<file path="src/rtl/param_function_register_bank.sv">
// Parametrised bank of NUM_REGS x WIDTH function registers with a shared op select and a wrap event flag.
// Optional build macro REG_SATURATE_EN: increment/decrement saturate instead of wrapping.
module param_function_register_bank #(
    parameter int               WIDTH     = 32,
    parameter int               NUM_REGS  = 4,
    parameter int               SEL_W     = $clog2(NUM_REGS),
    parameter logic [WIDTH-1:0] RESET_VAL = '0
) (
    input  logic                clock,
    input  logic                reset,
    input  logic [NUM_REGS-1:0] enable,
    input  logic [2:0]          funSel,
    input  logic [WIDTH-1:0]    i,
    input  logic [SEL_W-1:0]    rd_sel_a,
    input  logic [SEL_W-1:0]    rd_sel_b,
    output logic [WIDTH-1:0]    o_a,
    output logic [WIDTH-1:0]    o_b,
    output logic                zero_a,
    output logic                wrap
);

    localparam int DEPTH = 1 << SEL_W;

    generate
        if (WIDTH < 16) begin : g_bad_width
            $error("param_function_register_bank: WIDTH must be >= 16");
        end
        if (NUM_REGS < 2) begin : g_bad_regs
            $error("param_function_register_bank: NUM_REGS must be >= 2");
        end
    endgenerate

    logic [WIDTH-1:0] regs_q [NUM_REGS];
    logic [WIDTH-1:0] regs_d [NUM_REGS];
    logic             wrap_q;
    logic             wrap_d;
    logic [WIDTH-1:0] rd_tbl_s [DEPTH];

    // Returns {wrap_event, next_value} for one register.
    function automatic logic [WIDTH:0] apply_op(input logic [WIDTH-1:0] cur,
                                                input logic [2:0]       op,
                                                input logic [WIDTH-1:0] din);
        logic [WIDTH-1:0] nxt;
        logic             evt;
        nxt = cur;
        evt = 1'b0;
        case (op)
            3'b000: begin
                if (cur == '0) begin
                    evt = 1'b1;
`ifdef REG_SATURATE_EN
                    nxt = cur;
`else
                    nxt = cur - WIDTH'(1);
`endif
                end else begin
                    nxt = cur - WIDTH'(1);
                end
            end
            3'b001: begin
                if (cur == '1) begin
                    evt = 1'b1;
`ifdef REG_SATURATE_EN
                    nxt = cur;
`else
                    nxt = cur + WIDTH'(1);
`endif
                end else begin
                    nxt = cur + WIDTH'(1);
                end
            end
            3'b010:  nxt = din;
            3'b011:  nxt = '0;
            3'b100:  nxt = WIDTH'(din[7:0]);
            3'b101:  nxt = WIDTH'(din[15:0]);
            3'b110:  nxt = {cur[WIDTH-9:0], din[7:0]};
            3'b111:  nxt = WIDTH'($signed(din[15:0]));
            default: nxt = cur;
        endcase
        return {evt, nxt};
    endfunction

    // Next state for every register and the aggregated wrap event.
    always_comb begin
        logic [WIDTH:0] res;
        wrap_d = 1'b0;
        res    = '0;
        for (int k = 0; k < NUM_REGS; k++) begin
            regs_d[k] = regs_q[k];
            if (enable[k]) begin
                res       = apply_op(regs_q[k], funSel, i);
                regs_d[k] = res[WIDTH-1:0];
                wrap_d    = wrap_d | res[WIDTH];
            end else begin
                regs_d[k] = regs_q[k];
            end
        end
    end

    // State registers with asynchronous reset.
    always_ff @(posedge clock or posedge reset) begin
        if (reset) begin
            for (int k = 0; k < NUM_REGS; k++) begin
                regs_q[k] <= RESET_VAL;
            end
            wrap_q <= 1'b0;
        end else begin
            regs_q <= regs_d;
            wrap_q <= wrap_d;
        end
    end

    // Indices past NUM_REGS read as zero when NUM_REGS is not a power of two.
    generate
        for (genvar g = 0; g < DEPTH; g++) begin : g_rd_tbl
            if (g < NUM_REGS) begin : g_live
                assign rd_tbl_s[g] = regs_q[g];
            end else begin : g_pad
                assign rd_tbl_s[g] = '0;
            end
        end
    endgenerate

    assign o_a    = rd_tbl_s[rd_sel_a];
    assign o_b    = rd_tbl_s[rd_sel_b];
    assign zero_a = (o_a == '0);
    assign wrap   = wrap_q;

endmodule

</file>
<file path="config.mk">
export PLATFORM = sky130hd
export DESIGN_NAME = param_function_register_bank
export DESIGN_NICKNAME = d
export VERILOG_FILES = /design/src/rtl/param_function_register_bank.sv
export SDC_FILE = /design/constraint.sdc
export NUM_CORES = 1
export LEC_CHECK = 0
export CAP_MARGIN = 20
export CORE_MARGIN = 2
export CORE_UTILIZATION = 35
export CTS_CLUSTER_SIZE = 25
export DETAILED_ROUTE_END_ITERATION = 16
export SLEW_MARGIN = 20
export SYNTH_ARGS = -nofsm -noshare
export SYNTH_HDL_FRONTEND = slang
export SYNTH_SLANG_ARGS = --single-unit
</file>
<file path="constraint.sdc">
create_clock -name clock -period 10.83 [get_ports clock]
set_clock_uncertainty 0.15 [all_clocks]
set_input_delay 2.166 -clock clock [delete_from_list [all_inputs] [get_ports clock]]
set_output_delay 2.166 -clock clock [all_outputs]
set_load 0.02 [all_outputs]
</file>
==> metrics.csv, run 1 <==
stage,metric,value,unit
place,port_buffers,110,
clock_tree,cts_sinks,129,
place,place_hpwl,41000,um
sta,maxSlewHeadroom,0.314,
sta,setup_slack,3.16,ns
synthesis,synthTopCellsByCount,"a21oi_1 (233), nor2_1 (149), dfrtp_1 (129)",
critical_path,r2r-start,rd_tbl_s[33]$_DFFE_PP0P_,
synthesis,synth-adder-area-share,0.111,
run,drv_cap,0,
route,avgViaCountPerCell,6.52,
synthesis,synth.area.top_cells,"dfrtp_1 (23%), ha_1 (11%), mux4_2 (10%)",
critical_path,cp-endpoint,zero_a,
critical_path,rrSetupSlack,7.14,ns
route,drc,0,
synthesis,synth-seq-cells,129,
sta,fmax,0.130,GHz
clock_tree,hold_buffers,0,
finish,fin_nets,1905,
place,pre_cts_slack,3.15,ns
finish,multiInputGateArea,0.0105,mm^2
synthesis,async_reset_ff_frac,1.00,
route,wire_per_inst,24.6,um
die,initial_core_util,0.356,
sta,finalSetupViolations,0,
clock_tree,cts_buffer_depth,2,
route,drt_first_pass_iters,6,
global_routing,overflow,0,
critical_path,path_max_fanout,32,
synthesis,synth_simple_gate_area_frac,0.169,
critical_path,path_class,primary input to primary output,
pwr,irDropWorstVdd,0.123,mV
route,antenna_left,0,
finish,nFillCells,3947,
critical_path,worst_setup_path_start_kind,primary input,
die,die_w,206,um
clock_tree,cts_buffers,17,
sta,rsz0062_at_grt,false,
sta,hold_viol,0,
sta,layout_worst_path_cycle_share,0.709,
clock_tree,cts_tree,yes,
clock_tree,insertion_delay,0.45,ns
global_routing,grt_usage,0.265,
synthesis,synth_xor_area_frac,0.0641,
worst_hold_path,hold_path_class,flip-flop to flip-flop,
clock_tree,postCtsResizedCells,0,
sta,slew_violations,0,
pwr,leakage,6.43,nW
pwr,power,2.74,mW
critical_path,startpoint,rd_sel_a[0],
finish,drive_above_1_share,0.0784,
route,vias,14800,
place,place.gp.congestion,0.945,
critical_path,critPathCaptureType,primary output,
clock_tree,root_buffer,clkbuf_16,
finish,n_antenna_cell,0,
synthesis,synth_nets,1858,
critical_path,required,8.51,ns
synthesis,synth_area,0.0142,mm^2
die,core,0.0399,mm^2
critical_path,reg2reg_to,rd_tbl_s[63]$_DFFE_PP0P_,
sta,fin_crit,7.67,ns
synthesis,synth_top_family_by_area,compound AO/OA/AOI/OAI gates,
synthesis,synth_ff_type,dfrtp_1,
synthesis,postSynthCellCount,1689,
die,std_cell_rows,73,
sta,setup_tns,0,ns
clock_tree,htree_levels,4,
global_routing,grt_antenna_before_repair,2,
global_routing,grt_pass1_wl,84200,um
synthesis,synth_edf_count,0,
die,boundaryPins,111,
synthesis,yosysSeqAreaShare,0.227,
synthesis,avgSynthCellArea,8.42,um^2
global_routing,grt_pass1_vias,14000,
synthesis,synth_top_area_frac,0.227,
status,status,"complete, no violations",
clock_tree,post-cts-setup-buffers,0,
finish,areaGrowthSynthToFinish,14.3,%
synthesis,yosysTopAreaCell,dfrtp_1,
synthesis,synth_warnings,0,
critical_path,reg2reg_depth,11,
route,drt_iter0_drc,1709,
sta,tightest_slew,1.03,ns
synthesis,synth_compound_area_frac,0.290,
route,wl,56000,um
die,die_h,206,um
synthesis,yosys.cell_count.top_type,a21oi_1,
die,dieArea,0.0422,mm^2
global_routing,grt_max_degree,80,
critical_path,cp.arrival,5.36,ns
synthesis,synthMuxAreaShare,0.104,
synthesis,synth.distinct_cells,79,
pwr,power_density,169,mW/mm^2
clock_tree,clk_pin_slew,0.05,ns
finish,seqCellArea,0.00323,mm^2
[flip-flops by register name, indices dropped and copies added (netlist names)]
signal and flops:
rd_tbl_s 128, wrap 1
[worst max-delay path, cell delays in order]
cell,delay [ns]
buf_2,0.76
mux4_2,0.64
nor4_1,0.41
nand4_1,0.42
nor2_1,0.27
clkdlybuf4s50_1,0.64
[worst min path at each step]
stage / startpoint / end / slack, ns / depth (start not counted)
after floorplan: rd_tbl_s[31]$_DFFE_PP0P_ / rd_tbl_s[31]$_DFFE_PP0P_ / 0.39 / 1
after global placement: rd_tbl_s[25]$_DFFE_PP0P_ / rd_tbl_s[25]$_DFFE_PP0P_ / 0.46 / 2
after detailed placement: rd_tbl_s[31]$_DFFE_PP0P_ / rd_tbl_s[31]$_DFFE_PP0P_ / 0.46 / 1
after CTS: rd_tbl_s[31]$_DFFE_PP0P_ / rd_tbl_s[31]$_DFFE_PP0P_ / 0.47 / 1
after global routing: rd_tbl_s[31]$_DFFE_PP0P_ / rd_tbl_s[31]$_DFFE_PP0P_ / 0.51 / 1
final: rd_tbl_s[31]$_DFFE_PP0P_ / rd_tbl_s[31]$_DFFE_PP0P_ / 0.48 / 1
[placed cells by master (no fill, tap or decap), types with 33 or more instances in the layout]
cell / count
a21oi_1: 233
nor2_1: 148
dfrtp_1: 129
nand2_1: 120
ha_1: 120
o21ai_0: 111
clkdlybuf4s50_1: 103
a21o_1: 85
mux4_2: 64
nand4_1: 55
xnor2_1: 55
nor4_1: 49
xor2_1: 49
a221oi_1: 33
[layout make-up]
class | count | share of cell area
Clock inverter | 7 | 0.00370
Timing Repair Buffer | 126 | 0.0730
Sequential cell | 129 | 0.199
Tap cell | 525 | 0.0404
Clock buffer | 23 | 0.0294
Inverter | 30 | 0.00724
Multi-Input combinational cell | 1432 | 0.647
[through the flow]
| stage | cell area (um^2) | hold slack [ns] | utilization | cells |
|---|---|---|---|---|
| after floorplan | 14200 | 0.391 | - | 1689 |
| after global placement | 15700 | 0.463 | 0.393 | 2242 |
| after detailed placement | 15700 | 0.459 | 0.393 | 2242 |
| after CTS | 16200 | 0.472 | 0.407 | 2272 |
| after global routing | 16200 | 0.515 | 0.407 | 2272 |
| final | 16200 | 0.482 | 0.407 | 2272 |
[power breakdown]
group / switching [mW] / internal, mW / total (mW)
logic: 0.771 / 0.624 / 1.40
clock network: 0.232 / 0.329 / 0.560
registers: 0.232 / 0.556 / 0.788
[logic make-up after synthesis]
group,Yosys count
and+or+nand+nor,495
AOI/OAI and AO/OA,641
adders and majority gates,124
DFF,129
muxes,68
xor gates and xnor gates,104
buffers and inverters,128
[metal layers]
| metal | track usage | wire [um] |
|---|---|---|
| met5 | 0 | 23 |
| met4 | 0.111 | 2260 |
| met3 | 0.0429 | 5220 |
| met2 | 0.432 | 26000 |
| met1 | 0.347 | 22500 |
Power figures use the tool's default switching activity.
==> inputs of run 2 (changes only) <==
Clock period 10.83 ns to 6.2 ns, I/O delays scaled along.
==> metrics.csv, run 2 (same netlist as run 1, synthesis figures left out) <==
stage,metric,value,unit
sta,finalSetupViolations,0,
pwr,power_density,298,mW/mm^2
sta,rsz0062_at_grt,false,
sta,setup_tns,0,ns
sta,finalHoldWorstSlack,0.458,ns
pwr,pwr-share-clk,0.220,
clock_tree,cts_sinks,129,
route,wire_per_inst,24.3,um
critical_path,worst_setup_path_start_kind,primary input,
critical_path,path_max_fanout,23,
clock_tree,root_buffer,clkbuf_16,
global_routing,grt_pass1_wl,84100,um
pwr,sw_frac_of_total,0.440,
die,boundaryPins,111,
finish,n_antenna_cell,0,
worst_hold_path,hold_path_class,flip-flop to flip-flop,
global_routing,grt_pass1_vias,13900,
sta,fin_crit,5.76,ns
die,std_cell_rows,73,
critical_path,r2r-start,rd_tbl_s[97]$_DFFE_PP0P_,
pwr,pwr-share-seq,0.281,
clock_tree,postCtsResizedCells,0,
global_routing,grt_max_degree,77,
finish,drive_above_1_share,0.0858,
status,status,"complete, no violations",
route,drt_first_pass_iters,9,
critical_path,critPathCaptureType,primary output,
die,core,0.0399,mm^2
critical_path,cp.arrival,4.37,ns
clock_tree,htree_levels,4,
place,place_hpwl,41100,um
critical_path,startpoint,rd_sel_a[1],
die,die_h,206,um
pwr,combPwrFrac,0.499,
critical_path,path_class,primary input to primary output,
clock_tree,clk_pin_slew,0.05,ns
global_routing,overflow,0,
die,initial_core_util,0.356,
route,drt_iter0_drc,1413,
pwr,power,4.89,mW
pwr,p_int,2.74,mW
clock_tree,hold_buffers,0,
sta,tightest_slew,1.03,ns
sta,hold_viol,0,
clock_tree,cts_buffers,17,
finish,most-common-layout-cells,"a21oi_1 (233), nor2_1 (148), dfrtp_1 (129), nand2_1 (120), ha_1 (120)",
place,place.gp.congestion,0.965,
clock_tree,cts_tree,yes,
sta,layout_worst_path_cycle_share,0.929,
global_routing,grt_usage,0.264,
sta,slew_violations,0,
clock_tree,insertion_delay,0.44,ns
run,drv_cap,0,
pwr,switching_power,2.15,mW
route,antenna_left,0,
worst_hold_path,worstHoldStart,rd_tbl_s[31]$_DFFE_PP0P_,
route,vias,14600,
pwr,irDropWorstVdd,0.113,mV
clock_tree,cts_buffer_depth,2,
global_routing,grt_antenna_before_repair,1,
finish,layout_commonest_cell,a21oi_1,
die,dieArea,0.0422,mm^2
route,avgViaCountPerCell,6.38,
sta,maxSlewHeadroom,0.316,
sta,fmax,0.174,GHz
critical_path,required,4.81,ns
finish,fin_nets,1916,
die,die_w,206,um
pwr,leakage,6.51,nW
route,wl,55600,um
place,port_buffers,110,
finish,areaGrowthSynthToFinish,15.5,%
route,drc,0,
clock_tree,post-cts-setup-buffers,0,
finish,largest_reg_flops,128,
[run 2: cell count changes in the layout (fill, tap and decap cells not counted)]
cell / delta
clkbuf_8: +1
buf_4: +10
bufinv_16: +2
clkinv_2: -3
clkinv_4: +1
clkinvlp_4: +2
clkbuf_1: -1
buf_12: +1
[run 2: layer usage]
| metal | routed length (um) | part of all wire | vias to the layer above | GRT usage |
|---|---|---|---|---|
| li1 | - | - | 6696 | - |
| met1 | 22600 | 0.41 | 7076 | 0.348 |
| met2 | 25700 | 0.46 | 677 | 0.426 |
| met3 | 5080 | 0.091 | 126 | 0.0485 |
| met4 | 2180 | 0.039 | 0 | 0.110 |
| met5 | 0 | 0 | - | 0 |
[run 2: power by group through the flow]
stage / sequential, mW / combinational, mW / clock (mW)
6_report: 1.37 / 2.44 / 1.08
5_1_grt: 1.38 / 2.67 / 1.12
2_1_floorplan: 1.16 / 1.79 / 0
3_3_place_gp: 1.36 / 2.38 / 0
3_5_place_dp: 1.37 / 2.40 / 0
4_1_cts: 1.35 / 2.42 / 1.09
[run 2: worst paths after layout]
kind | depth (start not counted) | to | slack [ns]
setup reg to reg | 11 | rd_tbl_s[127]$_DFFE_PP0P_ | 2.50
hold / removal | 1 | rd_tbl_s[31]$_DFFE_PP0P_ | 0.46
hold reg to reg | 1 | rd_tbl_s[31]$_DFFE_PP0P_ | 0.46
min in group asynchronous | 2 | rd_tbl_s[99]$_DFFE_PP0P_ | 1.14
max in group asynchronous | 3 | rd_tbl_s[102]$_DFFE_PP0P_ | 3.38
setup / recovery | 7 | zero_a | 0.44
[run 2: stage by stage]
stage	cells	util	setup WS [ns]	instance area, um^2
floorplan	1689	-	0.484	14200
finish	2285	0.411	0.441	16400
global placement	2253	0.396	0.495	15800
global route	2285	0.411	0.359	16400
detailed placement	2253	0.396	0.488	15800
CTS	2285	0.411	0.489	16400
[run 2: final cells by class]
| class | instances | area [um^2] |
|---|---|---|
| Fill cell | 3959 | 23500 |
| Multi-Input combinational cell | 1432 | 10500 |
| Clock inverter | 9 | 129 |
| Inverter | 30 | 118 |
| Tap cell | 525 | 657 |
| Clock buffer | 23 | 488 |
| Timing Repair Buffer | 137 | 1280 |
| Sequential cell | 129 | 3230 |
[run 2: critical path: stages]
cell and delay [ns]:
clkdlybuf4s50_1 0.79, buf_4 0.40, mux4_2 0.37, nor4_1 0.31, nand4_1 0.30, nor2_1 0.30
clkdlybuf4s50_1 0.66
==> inputs of run 3 (changes only) <==
==> constraint.sdc (replaced) <==
create_clock -name clock -period 6.2 [get_ports clock]
set_clock_uncertainty 0.15 [all_clocks]
set_input_delay 1.55 -clock clock [delete_from_list [all_inputs] [get_ports clock]]
set_output_delay 1.55 -clock clock [all_outputs]
set_load 0.02 [all_outputs]
==> metrics.csv, run 3 (same netlist as run 1, synthesis figures left out) <==
stage,metric,value,unit
finish,nFillCells,3953,
critical_path,crit_chain,clkdlybuf4s50_1 -> buf_12 -> mux4_2 -> nor4_1 -> nand4_1 -> nor2_1 -> clkdlybuf4s50_1,
route,wl,55600,um
worst_hold_path,hold_path_class,flip-flop to flip-flop,
critical_path,max_stage_delay,0.65,ns
route,wire_per_inst,24.3,um
pwr,leakage,6.51,nW
critical_path,reg2reg_depth,11,
critical_path,cp.arrival,4.32,ns
route,drc,0,
die,std_cell_rows,73,
critical_path,critPathSlowestCell,clkdlybuf4s50_1,
pwr,combPwrFrac,0.513,
route,antenna_left,0,
clock_tree,cts_sinks,129,
critical_path,rrSetupSlack,2.46,ns
sta,finalSetupViolations,0,
finish,fin_cells,2285,
critical_path,cp_num_buf_inv,3,
die,initial_core_util,0.356,
critical_path,path_max_fanout,17,
pwr,power_density,292,mW/mm^2
clock_tree,post-cts-setup-buffers,0,
run,drv_cap,0,
clock_tree,cts_tree,yes,
finish,largest_reg_flops,128,
critical_path,required,4.50,ns
global_routing,grt_pass1_wl,84200,um
global_routing,grt_antenna_before_repair,2,
clock_tree,root_buffer,clkbuf_16,
die,die_w,206,um
clock_tree,insertion_delay,0.44,ns
critical_path,crit_cells,7,
status,status,"complete, no violations",
pwr,p_int,2.65,mW
clock_tree,clk_pin_slew,0.05,ns
critical_path,path_class,primary input to primary output,
finish,most-common-layout-cells,"a21oi_1 (233), nor2_1 (148), dfrtp_1 (129), nand2_1 (120), ha_1 (120)",
sta,slew_violations,0,
critical_path,critPathCaptureType,primary output,
critical_path,worst_setup_path_start_kind,primary input,
place,place.gp.congestion,0.960,
sta,fmax,0.166,GHz
critical_path,cp-endpoint,zero_a,
place,place_hpwl,41200,um
sta,tightest_slew,1.00,ns
critical_path,crit_top_cell,clkdlybuf4s50_1,
pwr,pwr-share-clk,0.200,
clock_tree,cts_buffers,17,
die,die_h,206,um
finish,seqCellArea,0.00323,mm^2
clock_tree,cts_buffer_depth,2,
pwr,pwr-share-seq,0.287,
global_routing,grt_max_degree,71,
critical_path,r2r-start,rd_tbl_s[66]$_DFFE_PP0P_,
route,drt_first_pass_iters,6,
pwr,sw_frac_of_total,0.447,
die,core,0.0399,mm^2
place,port_buffers,110,
critical_path,reg2reg_to,rd_tbl_s[94]$_DFFE_PP0P_,
route,vias,14600,
sta,layout_worst_path_cycle_share,0.972,
global_routing,grt_pass1_vias,14100,
die,boundaryPins,111,
clock_tree,htree_levels,4,
place,dp.cells,2255,
die,dieArea,0.0422,mm^2
finish,n_antenna_cell,0,
critical_path,cpLargestDelayFamily,buffers and inverters,
global_routing,overflow,0,
global_routing,grt_usage,0.264,
route,drt_iter0_drc,1601,
sta,fin_crit,6.02,ns
finish,multiInputGateArea,0.0105,mm^2
sta,setup_tns,0,ns
sta,rsz0062_at_grt,false,
finish,fin_nets,1918,
finish,areaGrowthSynthToFinish,15.3,%
pwr,switching_power,2.14,mW
sta,hold_viol,0,
sta,maxSlewHeadroom,0.330,
clock_tree,hold_buffers,0,
pwr,irDropWorstVdd,0.148,mV
critical_path,startpoint,rd_sel_a[1],
route,avgViaCountPerCell,6.41,
finish,layout_commonest_cell,a21oi_1,
clock_tree,postCtsResizedCells,0,
finish,drive_above_1_share,0.0847,
sta,finalHoldWorstSlack,0.496,ns
run 3: how the worst min path moves through the flow:
| stage | from | endpoint | slack (ns) | cells past startpoint |
|---|---|---|---|---|
| after global placement | rd_tbl_s[31]$_DFFE_PP0P_ | rd_tbl_s[31]$_DFFE_PP0P_ | 0.46 | 1 |
| after global routing | rd_tbl_s[31]$_DFFE_PP0P_ | rd_tbl_s[31]$_DFFE_PP0P_ | 0.52 | 1 |
| after detailed placement | rd_tbl_s[31]$_DFFE_PP0P_ | rd_tbl_s[31]$_DFFE_PP0P_ | 0.47 | 1 |
| final | rd_tbl_s[27]$_DFFE_PP0P_ | rd_tbl_s[27]$_DFFE_PP0P_ | 0.50 | 2 |
| after floorplan | rd_tbl_s[31]$_DFFE_PP0P_ | rd_tbl_s[31]$_DFFE_PP0P_ | 0.39 | 1 |
| after CTS | rd_tbl_s[31]$_DFFE_PP0P_ | rd_tbl_s[31]$_DFFE_PP0P_ | 0.48 | 1 |
run 3: layer usage:
| layer | track usage | share of wire | up-vias |
|---|---|---|---|
| met4 | 0.124 | 0.047 | 2 |
| met2 | 0.426 | 0.46 | 710 |
| met3 | 0.0456 | 0.092 | 156 |
| met5 | 0 | 0.00020 | - |
| met1 | 0.343 | 0.40 | 7066 |
| li1 | - | - | 6711 |
run 3: worst reg2reg max path, cell delays in order (launching register included):
cell and delay (ns):
dfrtp_1 0.51, ha_1 0.41, nor2b_1 0.17, o31ai_1 0.39, a21oi_1 0.25, a21oi_2 0.28, a31oi_1 0.18, a31oi_1 0.34
o21ai_1 0.17, a41o_1 0.28, or3_1 0.34, and3_1 0.16
run 3: power groups by stage:
stage | Sequential [mW] | Combinational, mW | Clock [mW]
2_1_floorplan | 1.16 | 1.79 | 0
3_3_place_gp | 1.36 | 2.38 | 0
3_5_place_dp | 1.36 | 2.41 | 0
4_1_cts | 1.35 | 2.43 | 0.970
5_1_grt | 1.37 | 2.69 | 1.00
6_report | 1.37 | 2.46 | 0.958
run 3: per-stage QoR:
stage,power (mW),setup slack [ns],util,cell area (um^2)
6_report,4.79,0.176,0.411,16400
5_1_grt,5.07,0.0140,0.411,16400
4_1_cts,4.75,0.219,0.411,16400
3_5_place_dp,3.78,0.233,0.397,15900
3_3_place_gp,3.74,0.202,0.397,15900
2_1_floorplan,2.95,0.174,-,14200
run 3: cell type report:
class / count / share of cell area
clock buffers: 23 / 0.0292
clock inverters: 7 / 0.00366
multi-input cells: 1432 / 0.642
inverters: 30 / 0.00718
repair buffers: 139 / 0.0814
flip-flops and latches: 129 / 0.197
well taps: 525 / 0.0401
